===== src/rtl/hs32_div_issuer.sv =====
`default_nettype none
// ============================================================================
// Module   : hs32_div_issuer
// Purpose  : Issues one divide request to the HS32 divider, waits for the
//            quotient/remainder steal announcements, captures the result bus
//            two cycles after each announcement and returns a response.
//            Requests that never complete are aborted after TIMEOUT cycles.
// Ports    : CCLK/SSE            clock, synchronous active-high reset
//            req_*               request handshake and operands
//            al_is_*, Dividend_*, Divisor   divider issue controls/operands
//            AttemptDivSteal2_6  quotient announcement
//            AttemptDivSteal1_6  remainder announcement
//            DivError_8, DivResBus_8        divider error and result bus
//            rsp_*               response handshake and captured results
//            spurious            sticky: unexpected steal observed
// Revision : 1.0 - initial release
// ============================================================================
module hs32_div_issuer #(
  parameter int TIMEOUT = 255
) (
  input  logic        CCLK,
  input  logic        SSE,
  input  logic        req_valid,
  output logic        req_ready,
  input  logic [63:0] req_dividend_hi,
  input  logic [63:0] req_dividend_lo,
  input  logic [63:0] req_divisor,
  input  logic        req_signed,
  input  logic        req_dual,
  input  logic        req_div8h,
  input  logic [3:0]  req_resen,
  output logic        al_is_DivIssue1_8,
  output logic        al_is_SignedMulDiv1_8,
  output logic        al_is_DualResMulDiv1_8,
  output logic        al_is_Div8Divh1_8,
  output logic [3:0]  al_is_ResEnable1_8,
  output logic [63:0] Dividend_hi,
  output logic [63:0] Dividend_lo,
  output logic [63:0] Divisor,
  input  logic        AttemptDivSteal2_6,
  input  logic        AttemptDivSteal1_6,
  input  logic        DivError_8,
  input  logic [63:0] DivResBus_8,
  output logic        rsp_valid,
  input  logic        rsp_ready,
  output logic [63:0] rsp_quot,
  output logic [63:0] rsp_rem,
  output logic        rsp_error,
  output logic        rsp_timeout,
  output logic        spurious
);

  localparam logic [8:0] c_timeout = 9'(TIMEOUT);

  typedef enum logic [1:0] {
    ST_IDLE  = 2'd0,
    ST_ISSUE = 2'd1,
    ST_WAIT  = 2'd2,
    ST_RESP  = 2'd3
  } state_e;

  state_e      state_q, state_d;
  logic [63:0] hi_q, hi_d, lo_q, lo_d, dvs_q, dvs_d;
  logic        sgn_q, sgn_d, dual_q, dual_d, d8h_q, d8h_d;
  logic [3:0]  resen_q, resen_d;
  logic [8:0]  cnt_q, cnt_d;
  logic [63:0] quot_q, quot_d, rem_q, rem_d;
  logic        err_q, err_d, tmo_q, tmo_d, spur_q, spur_d;
  logic        gotq_q, gotq_d, gotr_q, gotr_d;
  // Raw steal pipes see every announcement; the tracked pipes only carry
  // announcements made while a request is in flight (ISSUE/WAIT).
  logic [1:0]  qpipe_q, qpipe_d, rpipe_q, rpipe_d;
  logic [1:0]  qtrk_q, qtrk_d, rtrk_q, rtrk_d;

  logic w_track, w_in_wait, w_drive;
  logic w_cap_q, w_cap_r, w_spur_q, w_spur_r, w_rem_ignore, w_done, w_tmo;

  assign w_track   = (state_q == ST_ISSUE) || (state_q == ST_WAIT);
  assign w_in_wait = (state_q == ST_WAIT);
  assign w_drive   = ~SSE & w_track;

  assign w_cap_q  = qpipe_q[1] & qtrk_q[1] & w_in_wait & ~gotq_q;
  assign w_cap_r  = rpipe_q[1] & rtrk_q[1] & w_in_wait & ~gotr_q & dual_q;
  // A remainder announcement during a single-result op carries no data we
  // keep; it is dropped rather than treated as unexpected.
  assign w_rem_ignore = rpipe_q[1] & rtrk_q[1] & w_in_wait & ~dual_q;
  assign w_spur_q = qpipe_q[1] & ~w_cap_q;
  assign w_spur_r = rpipe_q[1] & ~w_cap_r & ~w_rem_ignore;

  assign w_done = dual_q ? ((gotq_q | w_cap_q) & (gotr_q | w_cap_r) & (w_cap_q | w_cap_r))
                         : w_cap_q;
  // Fires in the cycle whose increment makes the counter reach TIMEOUT.
  assign w_tmo  = (cnt_q + 9'd1) >= c_timeout;

  always_comb begin
    state_d = state_q;
    hi_d    = hi_q;
    lo_d    = lo_q;
    dvs_d   = dvs_q;
    sgn_d   = sgn_q;
    dual_d  = dual_q;
    d8h_d   = d8h_q;
    resen_d = resen_q;
    cnt_d   = cnt_q;
    quot_d  = quot_q;
    rem_d   = rem_q;
    err_d   = err_q;
    tmo_d   = tmo_q;
    gotq_d  = gotq_q;
    gotr_d  = gotr_q;
    spur_d  = spur_q | w_spur_q | w_spur_r;
    qpipe_d = {qpipe_q[0], AttemptDivSteal2_6};
    rpipe_d = {rpipe_q[0], AttemptDivSteal1_6};
    qtrk_d  = {qtrk_q[0], AttemptDivSteal2_6 & w_track};
    rtrk_d  = {rtrk_q[0], AttemptDivSteal1_6 & w_track};

    if (w_cap_q) begin
      quot_d = DivResBus_8;
      gotq_d = 1'b1;
    end
    if (w_cap_r) begin
      rem_d  = DivResBus_8;
      gotr_d = 1'b1;
    end

    case (state_q)
      ST_IDLE: begin
        if (req_valid) begin
          hi_d    = req_dividend_hi;
          lo_d    = req_dividend_lo;
          dvs_d   = req_divisor;
          sgn_d   = req_signed;
          dual_d  = req_dual;
          d8h_d   = req_div8h;
          resen_d = req_resen;
          quot_d  = '0;
          rem_d   = '0;
          err_d   = 1'b0;
          tmo_d   = 1'b0;
          gotq_d  = 1'b0;
          gotr_d  = 1'b0;
          state_d = ST_ISSUE;
        end
      end
      ST_ISSUE: begin
        cnt_d   = '0;
        err_d   = err_q | DivError_8;
        state_d = ST_WAIT;
      end
      ST_WAIT: begin
        err_d = err_q | DivError_8;
        cnt_d = (cnt_q >= c_timeout) ? cnt_q : cnt_q + 9'd1;
        // Completion is checked first so a capture coinciding with the
        // timeout cycle is reported as a normal result.
        if (w_done) begin
          tmo_d   = 1'b0;
          state_d = ST_RESP;
        end else if (w_tmo) begin
          tmo_d   = 1'b1;
          state_d = ST_RESP;
        end
      end
      ST_RESP: begin
        if (rsp_ready) state_d = ST_IDLE;
      end
      default: state_d = ST_IDLE;
    endcase
  end

  always_ff @(posedge CCLK) begin
    if (SSE) begin
      state_q <= ST_IDLE;
      hi_q    <= '0;
      lo_q    <= '0;
      dvs_q   <= '0;
      sgn_q   <= 1'b0;
      dual_q  <= 1'b0;
      d8h_q   <= 1'b0;
      resen_q <= '0;
      cnt_q   <= '0;
      quot_q  <= '0;
      rem_q   <= '0;
      err_q   <= 1'b0;
      tmo_q   <= 1'b0;
      gotq_q  <= 1'b0;
      gotr_q  <= 1'b0;
      spur_q  <= 1'b0;
      qpipe_q <= '0;
      rpipe_q <= '0;
      qtrk_q  <= '0;
      rtrk_q  <= '0;
    end else begin
      state_q <= state_d;
      hi_q    <= hi_d;
      lo_q    <= lo_d;
      dvs_q   <= dvs_d;
      sgn_q   <= sgn_d;
      dual_q  <= dual_d;
      d8h_q   <= d8h_d;
      resen_q <= resen_d;
      cnt_q   <= cnt_d;
      quot_q  <= quot_d;
      rem_q   <= rem_d;
      err_q   <= err_d;
      tmo_q   <= tmo_d;
      gotq_q  <= gotq_d;
      gotr_q  <= gotr_d;
      spur_q  <= spur_d;
      qpipe_q <= qpipe_d;
      rpipe_q <= rpipe_d;
      qtrk_q  <= qtrk_d;
      rtrk_q  <= rtrk_d;
    end
  end

  // Outputs are forced low while SSE is held, before the state register
  // has had an edge to return to IDLE.
  assign req_ready              = ~SSE & (state_q == ST_IDLE);
  assign rsp_valid              = ~SSE & (state_q == ST_RESP);
  assign al_is_DivIssue1_8      = ~SSE & (state_q == ST_ISSUE);
  assign al_is_SignedMulDiv1_8  = w_drive & sgn_q;
  assign al_is_DualResMulDiv1_8 = w_drive & dual_q;
  assign al_is_Div8Divh1_8      = w_drive & d8h_q;
  assign al_is_ResEnable1_8     = w_drive ? resen_q : 4'd0;
  assign Dividend_hi            = w_drive ? hi_q  : 64'd0;
  assign Dividend_lo            = w_drive ? lo_q  : 64'd0;
  assign Divisor                = w_drive ? dvs_q : 64'd0;
  assign rsp_quot               = SSE ? 64'd0 : quot_q;
  assign rsp_rem                = SSE ? 64'd0 : rem_q;
  assign rsp_error              = ~SSE & err_q;
  assign rsp_timeout            = ~SSE & tmo_q;
  assign spurious               = ~SSE & spur_q;

endmodule
`default_nettype wire


===== config.mk =====
export PLATFORM = sky130hd
export DESIGN_NAME = hs32_div_issuer
export DESIGN_NICKNAME = d
export VERILOG_FILES = /design/src/rtl/hs32_div_issuer.sv
export SDC_FILE = /design/constraint.sdc
export NUM_CORES = 1
export LEC_CHECK = 0
export ABC_AREA = 0
export CELL_PAD_IN_SITES_DETAIL_PLACEMENT = 0
export CELL_PAD_IN_SITES_GLOBAL_PLACEMENT = 1
export CORE_AREA = 4 4 232 234
export DETAILED_ROUTE_END_ITERATION = 10
export DIE_AREA = 0 0 236 238
export GPL_TIMING_DRIVEN = 0
export MAX_ROUTING_LAYER = met4
export PLACE_DENSITY_LB_ADDON = 0.1
export SLEW_MARGIN = 25
export SYNTH_ARGS = -nofsm -noshare
export SYNTH_HDL_FRONTEND = slang
export SYNTH_SLANG_ARGS = --single-unit
export TNS_END_PERCENT = 20

===== constraint.sdc =====
create_clock -name CCLK -period 3.27 [get_ports CCLK]
set_input_delay 0.327 -clock CCLK [delete_from_list [all_inputs] [get_ports CCLK]]
set_output_delay 0.327 -clock CCLK [all_outputs]
set_load 0.02 [all_outputs]

=== Word level (Yosys, flattened, before mapping) ===
Cells that the tools add are included.

* Add/subtract/negate cells: 1
* $mul: 0
* Div/mod/pow operators: 0
* Magnitude comparators: 2
* Eq/ne operators: 7
* Shift operators: 0
* Mux-type cells: 31
* Bitwise logic cells: 38
* Reductions and logical operators: 11

{| class="wikitable"
|+ Operators with widths
! kind !! count
|-
| 64-bit 2-to-1 mux || 11
|-
| 1-bit bitwise AND || 25
|-
| 9-bit by 8-bit >= comparator with 1-bit output, second input constant || 2
|-
| 9-bit one-hot mux with 2 select lines || 1
|-
| 1-bit 2-to-1 mux || 10
|-
| 9-bit by 1-bit adder with 9-bit output, second input constant || 1
|-
| 9-bit 2-to-1 mux || 1
|-
| 2-bit 2-to-1 mux || 4
|-
| 2-bit one-hot mux with 4 select lines || 1
|-
| 1-bit NOT || 7
|-
| 2-bit inequality test, second input constant || 3
|-
| 1-bit bitwise OR || 6
|-
| 2-bit AND reduction || 3
|-
| 3-bit AND reduction || 2
|-
| 2-bit nonzero test || 3
|-
| 2-bit == test, second input constant || 2
|-
| 4-bit 2-to-1 mux || 1
|-
| 1-bit one-hot mux with 2 select lines || 2
|-
| 3-bit by 1-bit inequality test with 1-bit output, second input constant || 1
|-
| 2-bit by 1-bit == test with 1-bit output, second input constant || 1
|-
| 2-bit logical NOT || 1
|-
| 2-bit OR reduction || 1
|-
| 1-bit logical OR || 1
|}

* Register bits after elaboration: 351
* Latch bits: 0
* Memory bits (writable): 0
* Bits in read-only memories: 0
* Word-level logic and storage cells: 110
* Memories kept: 0

=== Longest topological paths before layout ===
* Depth in word-level cells: 10
* Mapped depth: 11
* Mapped depth without buffers: 10

=== Worst setup path after synthesis ===
No wires, ideal clock.

* Path type: flip-flop to flip-flop
* Start point: register cnt_q[1]
* End point: register cnt_q[3]
* Arrival: 2.360 ns
* Required time: 3.200 ns
* Setup slack: 0.839 ns
* Stages on the path, launching flop included: 11
* Buffers on the path: 1
* Period minus slack after synthesis: 2.431 ns
* Path through: dfxtp_1 -> ha_1 -> and3_2 -> nand3_1 -> nor2_1 -> ha_1 -> or3_1 -> a21o_1 -> buf_6 -> or4b_1 -> a21oi_1

* Longest elaborated chain between the ends: 3
* Elaborated cells between the ends (all ways): 6
* Those cells by class: add/sub (1); order compare (1); eq/ne (1); mux (2); reduce/logical (1)

{| class="wikitable"
|+ RTL lines
! what !! line !! RTL
|-
| from (decl) || 66 || <nowiki>logic [8:0] cnt_q, cnt_d;</nowiki>
|-
| from (signal assigned) || 201 || <nowiki>cnt_q <= cnt_d;</nowiki>
|-
| 9-bit by 1-bit adder with 9-bit output / 9-bit by 8-bit >= comparator with 1-bit output (equally long branches) || 152 || <nowiki>cnt_d = (cnt_q >= c_timeout) ? cnt_q : cnt_q + 9'd1;</nowiki>
|-
| 9-bit 2-to-1 mux / 2-bit inequality test (equally long branches) || -- ||
|-
| 9-bit one-hot mux with 2 select lines / 2-bit AND reduction (equally long branches) || -- ||
|}

Parallel ways exist; a longest one is shown, timed or not. The select of a mux whose other input is x is not followed.
A chain may end at the register's enable or synchronous reset.

=== Worst setup path in the final report ===
* Start point: register state_q[1]
* End point: output Dividend_hi[17]

* Longest elaborated chain between the ends: 4
* Elaborated cells between the ends (all ways): 5
* Those cells by class: eq/ne (2); mux (1); bitwise (1); reduce/logical (1)

{| class="wikitable"
|+ RTL lines
! what !! line !! RTL
|-
| from (decl) || 62 || <nowiki>state_e state_q, state_d;</nowiki>
|-
| from (signal assigned) || 193 || <nowiki>state_q <= state_d;</nowiki>
|-
| 2-bit by 1-bit == test with 1-bit output / 2-bit == test (equally long branches) || 78 || <nowiki>assign w_track = (state_q == ST_ISSUE) || (state_q == ST_WAIT);</nowiki>
|-
| 1-bit logical OR (*) || 78 ||
|-
| 1-bit bitwise AND (*) || 80 || <nowiki>assign w_drive = ~SSE & w_track;</nowiki>
|-
| 64-bit 2-to-1 mux (*) || 225 || <nowiki>assign Dividend_hi = w_drive ? hi_q : 64'd0;</nowiki>
|-
| to (decl) || 37 || <nowiki>output logic [63:0] Dividend_hi,</nowiki>
|}

Mark *: on every way between the ends. The rest lies on a longest branch, timed or not.

==> key figures <==
Floorplan
  – Die Footprint: 56200 um2
  – Num ports: between 600 and 700
  – Row count: 84
  – Initial Util: 0.279
  – Core Footprint: about 52000 um2
  – Die Span Y: ~240 um
  – Die Wd: between 200 and 250 um

Critical path
  – Reg2reg setup slack: 0.43 ns
  – CP max-delay cell: clkdlybuf4s50_1
  – Worst EP required: around 2.9 ns
  – Crit path max fanout: 10
  – Worst r2r path cells: 10
  – Capturing element type of the critical path: output pin
  – Reg-to-reg endpoint: cnt_q[5]
  – Crit path kind: reg2out
  – Worst r2r src: cnt_q[1]
  – Worst-path cell chain: inv_1, ha_2, nor2b_4, clkbuf_8, clkbuf_4, and2_1, clkdlybuf4s50_1
  – CP Data Arrival Time: about 2.8 ns
  – WP buf/inv: 4
  – Startpoint Class: flop
  – Crit-path max cell delay: 0.61 ns
  – Crit path max-delay family: buffers and inverters

Global route
  – Overflow after GRT: 0
  – Maximum number of pins on one net before global-route repair: 13
  – Initial antenna violation count: 17
  – Number of global-route vias before repair: ~15k
  – GRT Total Usage: 0.220
  – Global-route wire length before repair: a little over 90 mm

STA
  – Worst Clk Skew: 0.0128 ns
  – Max Fclk: between 0.3 and 0.4 GHz
  – Slew margin rel.: 0.390
  – Post-route setup slack: 0.154 ns
  – Minimum clock period after layout: 3.12 ns
  – Final setup fails: 0
  – Worst-margin pin slew: ~0.92 ns
  – Final period util: 0.953
  – Final hold vios: 0
  – Final slew viol count: 0

Logic synthesis
  – Post-synth EDFFs: 0
  – Flops & latches, synth: around 350
  – Yosys top cell area share: 0.485
  – Asr flop ratio synth: 0
  – Post-Syn Instances: ~1.9k
  – Main synth FF type: dfxtp_1
  – Distinct cells, synth: 37
  – Sequential share of the synthesized area: 0.485
  – Synth top area cells: dfxtp_1 48%, nand2_1 17%, a21oi_1 12%
  – Post-synthesis net count: ~2.2k
  – Avg Cell Area, Syn: 7.49 um2
  – Top cells by count, synth: 663 x nand2_1, 351 x dfxtp_1, 344 x a21oi_1
  – Yosys top cell by area: dfxtp_1
  – Synthesized area: approximately 15000 um2
  – Most numerous cell in the Yosys netlist: nand2_1
  – YS warnings: 0

Drt
  – Pre-Repair DR Iteration Count: 6
  – Via density: ~4.5
  – Post-DR wirelength/cell: 19.2 um
  – Drt drc: 0
  – Routed Antenna Nets: 0
  – First DRT Iteration DRCs: 693
  – Post-Route WL: 63.7 mm
  – Total number of vias: roughly 15k

Power and ir drop
  – Leakage: approximately 0.0098 uW
  – Share of power burned in combinational logic: 0.282
  – Sequential Power Share: 0.377
  – Pint: slightly below 9000 uW
  – Power Dens Cells: 578 nW/um2
  – Clock group share of total power: 0.341
  – Worst vdd ir: roughly 340 uV
  – Sw frac: 0.335
  – Pwr Total: 13200 uW
  – Switching power: roughly 4400 uW

Placed design
  – Detailed Place HPWL: 49.5 mm
  – Pre-CTS setup slack: -0.453 ns
  – Buffers on Ports: 602
  – RD Place Congestion: 0.864

Clocking
  – CTS Buf Count: 41
  – CTS Root Cell: clkbuf_16
  – H-tree depth: 2
  – Clock Sinks: around 350
  – Cts hold-fix bufs: 0
  – Reg clk slew, reported paths: 0.06 ns
  – Max clock buf depth: 3
  – CTS tree: done
  – Clk_lat worst skew: about 0.55 ns

Job
  – Max Cap Viol: 0

Hold path
  – Worst hold path class: in2reg
  – WHS Endpoint: hi_q[15]
  – Worst Hold Depth: 3
  – Worst Hold Launch: req_dividend_hi[15]

Run status
  – Status: finished, final reports clean

Layout
  – Area grow syn2layout: 58.1%
  – Fraction of layout cells with a size suffix above 1: 0.0371
  – Final net count: 2859
[flip-flops by register name, summed over array words and instances, names as in the netlist, 4 cells and up]
| signal | cells |
|---|---|
| dvs_q | 64 |
| hi_q | 64 |
| lo_q | 64 |
| quot_q | 64 |
| rem_q | 64 |
| cnt_q | 9 |
| resen_q | 4 |
[power by group through the flow]
| stage | Clock, uW | Sequential (uW) | Combinational [uW] |
|---|---|---|---|
| 2_1_floorplan | 0 | 5020 | 2090 |
| 3_3_place_gp | 0 | 5070 | 3760 |
| 3_5_place_dp | 0 | 5090 | 3780 |
| 4_1_cts | 4670 | 5000 | 3810 |
| 5_1_grt | 4860 | 5060 | 4120 |
| 6_report | 4520 | 5000 | 3730 |
[what timing repair did]
action | 4_1_cts | 5_1_grt
setup buffers | 0 | 0
setup endpoints to repair | 200 | 163
resized for setup | 102 | 89
[worst max path at each step]
stage / end / startpoint / slack, ns / depth (start not counted)
floorplan: cnt_q[3] / cnt_q[1] / 0.84 / 10
finish: Dividend_hi[17] / state_q[1] / 0.15 / 7
CTS: Divisor[54] / state_q[0] / 0.0007 / 7
detailed placement: rsp_timeout / SSE / -0.45 / 6
global placement: rsp_timeout / SSE / -0.46 / 6
global route: Divisor[41] / state_q[1] / -0.003 / 7
[layer usage]
| metal | track usage | vias to the layer above | wire [um] |
|---|---|---|---|
| met5 | - | - | 0 |
| met4 | 0.0710 | 0 | 1450 |
| met3 | 0.0751 | 78 | 5250 |
| met2 | 0.367 | 426 | 31300 |
| met1 | 0.251 | 6947 | 25700 |
| li1 | - | 7458 | - |
[final cells by class]
cell class | count | area, um2
fill | 5412 | 29100
sequential | 351 | 7030
multi-input combinational | 1428 | 6880
timing repair buffer | 602 | 6130
clock buffer | 64 | 1230
tap | 688 | 861
buffer | 150 | 643
clock inverter | 9 | 73.8
antenna | 18 | 45.0
inverter | 8 | 30.0
[worst reg2reg max path, cell delays in order, from the launching register on]
cell and delay, ns:
dfxtp_1 0.39, ha_1 0.32, and3_2 0.28, nand3_1 0.15
nor2_1 0.07, ha_1 0.17, or3_1 0.33, a21oi_1 0.43
a21oi_1 0.26, o21ai_0 0.23, a21oi_1 0.08
[kinds of logic after synthesis]
family / after synthesis / share of synthesized area
simple gates: 1054 / 0.337
compound gates: 364 / 0.128
buf+inv: 158 / 0.0420
fa+ha+maj: 7 / 0.00604
mux: 3 / 0.00216
flops: 351 / 0.485
[through the flow]
step | setup TNS [ns] | std cells | hold WS [ns] | utilization | instance area [um2]
final | 0 | 3318 | 0.320 | 0.441 | 22900
after global routing | -0.00397 | 3317 | 0.303 | 0.441 | 22900
after CTS | 0 | 3300 | 0.277 | 0.436 | 22700
after detailed placement | -13.92 | 3227 | 0.427 | 0.411 | 21400
after global placement | -13.40 | 3227 | 0.421 | 0.411 | 21400
after floorplan | 0 | 1937 | 0.414 | - | 14500
[layout by cell type, fill, tap and decap left out, types with 18 or more instances in the layout]
master,n
diode_2,18
nor2b_1,141
clkbuf_1,128
a21oi_1,344
dlygate4sd2_1,67
dlymetal6s2s_1,77
clkdlybuf4s50_1,458
dfxtp_1,351
nor2_1,24
and2_1,202
clkbuf_16,43
nand2_1,663
Note: power is estimated with default switching activity, not from simulation.
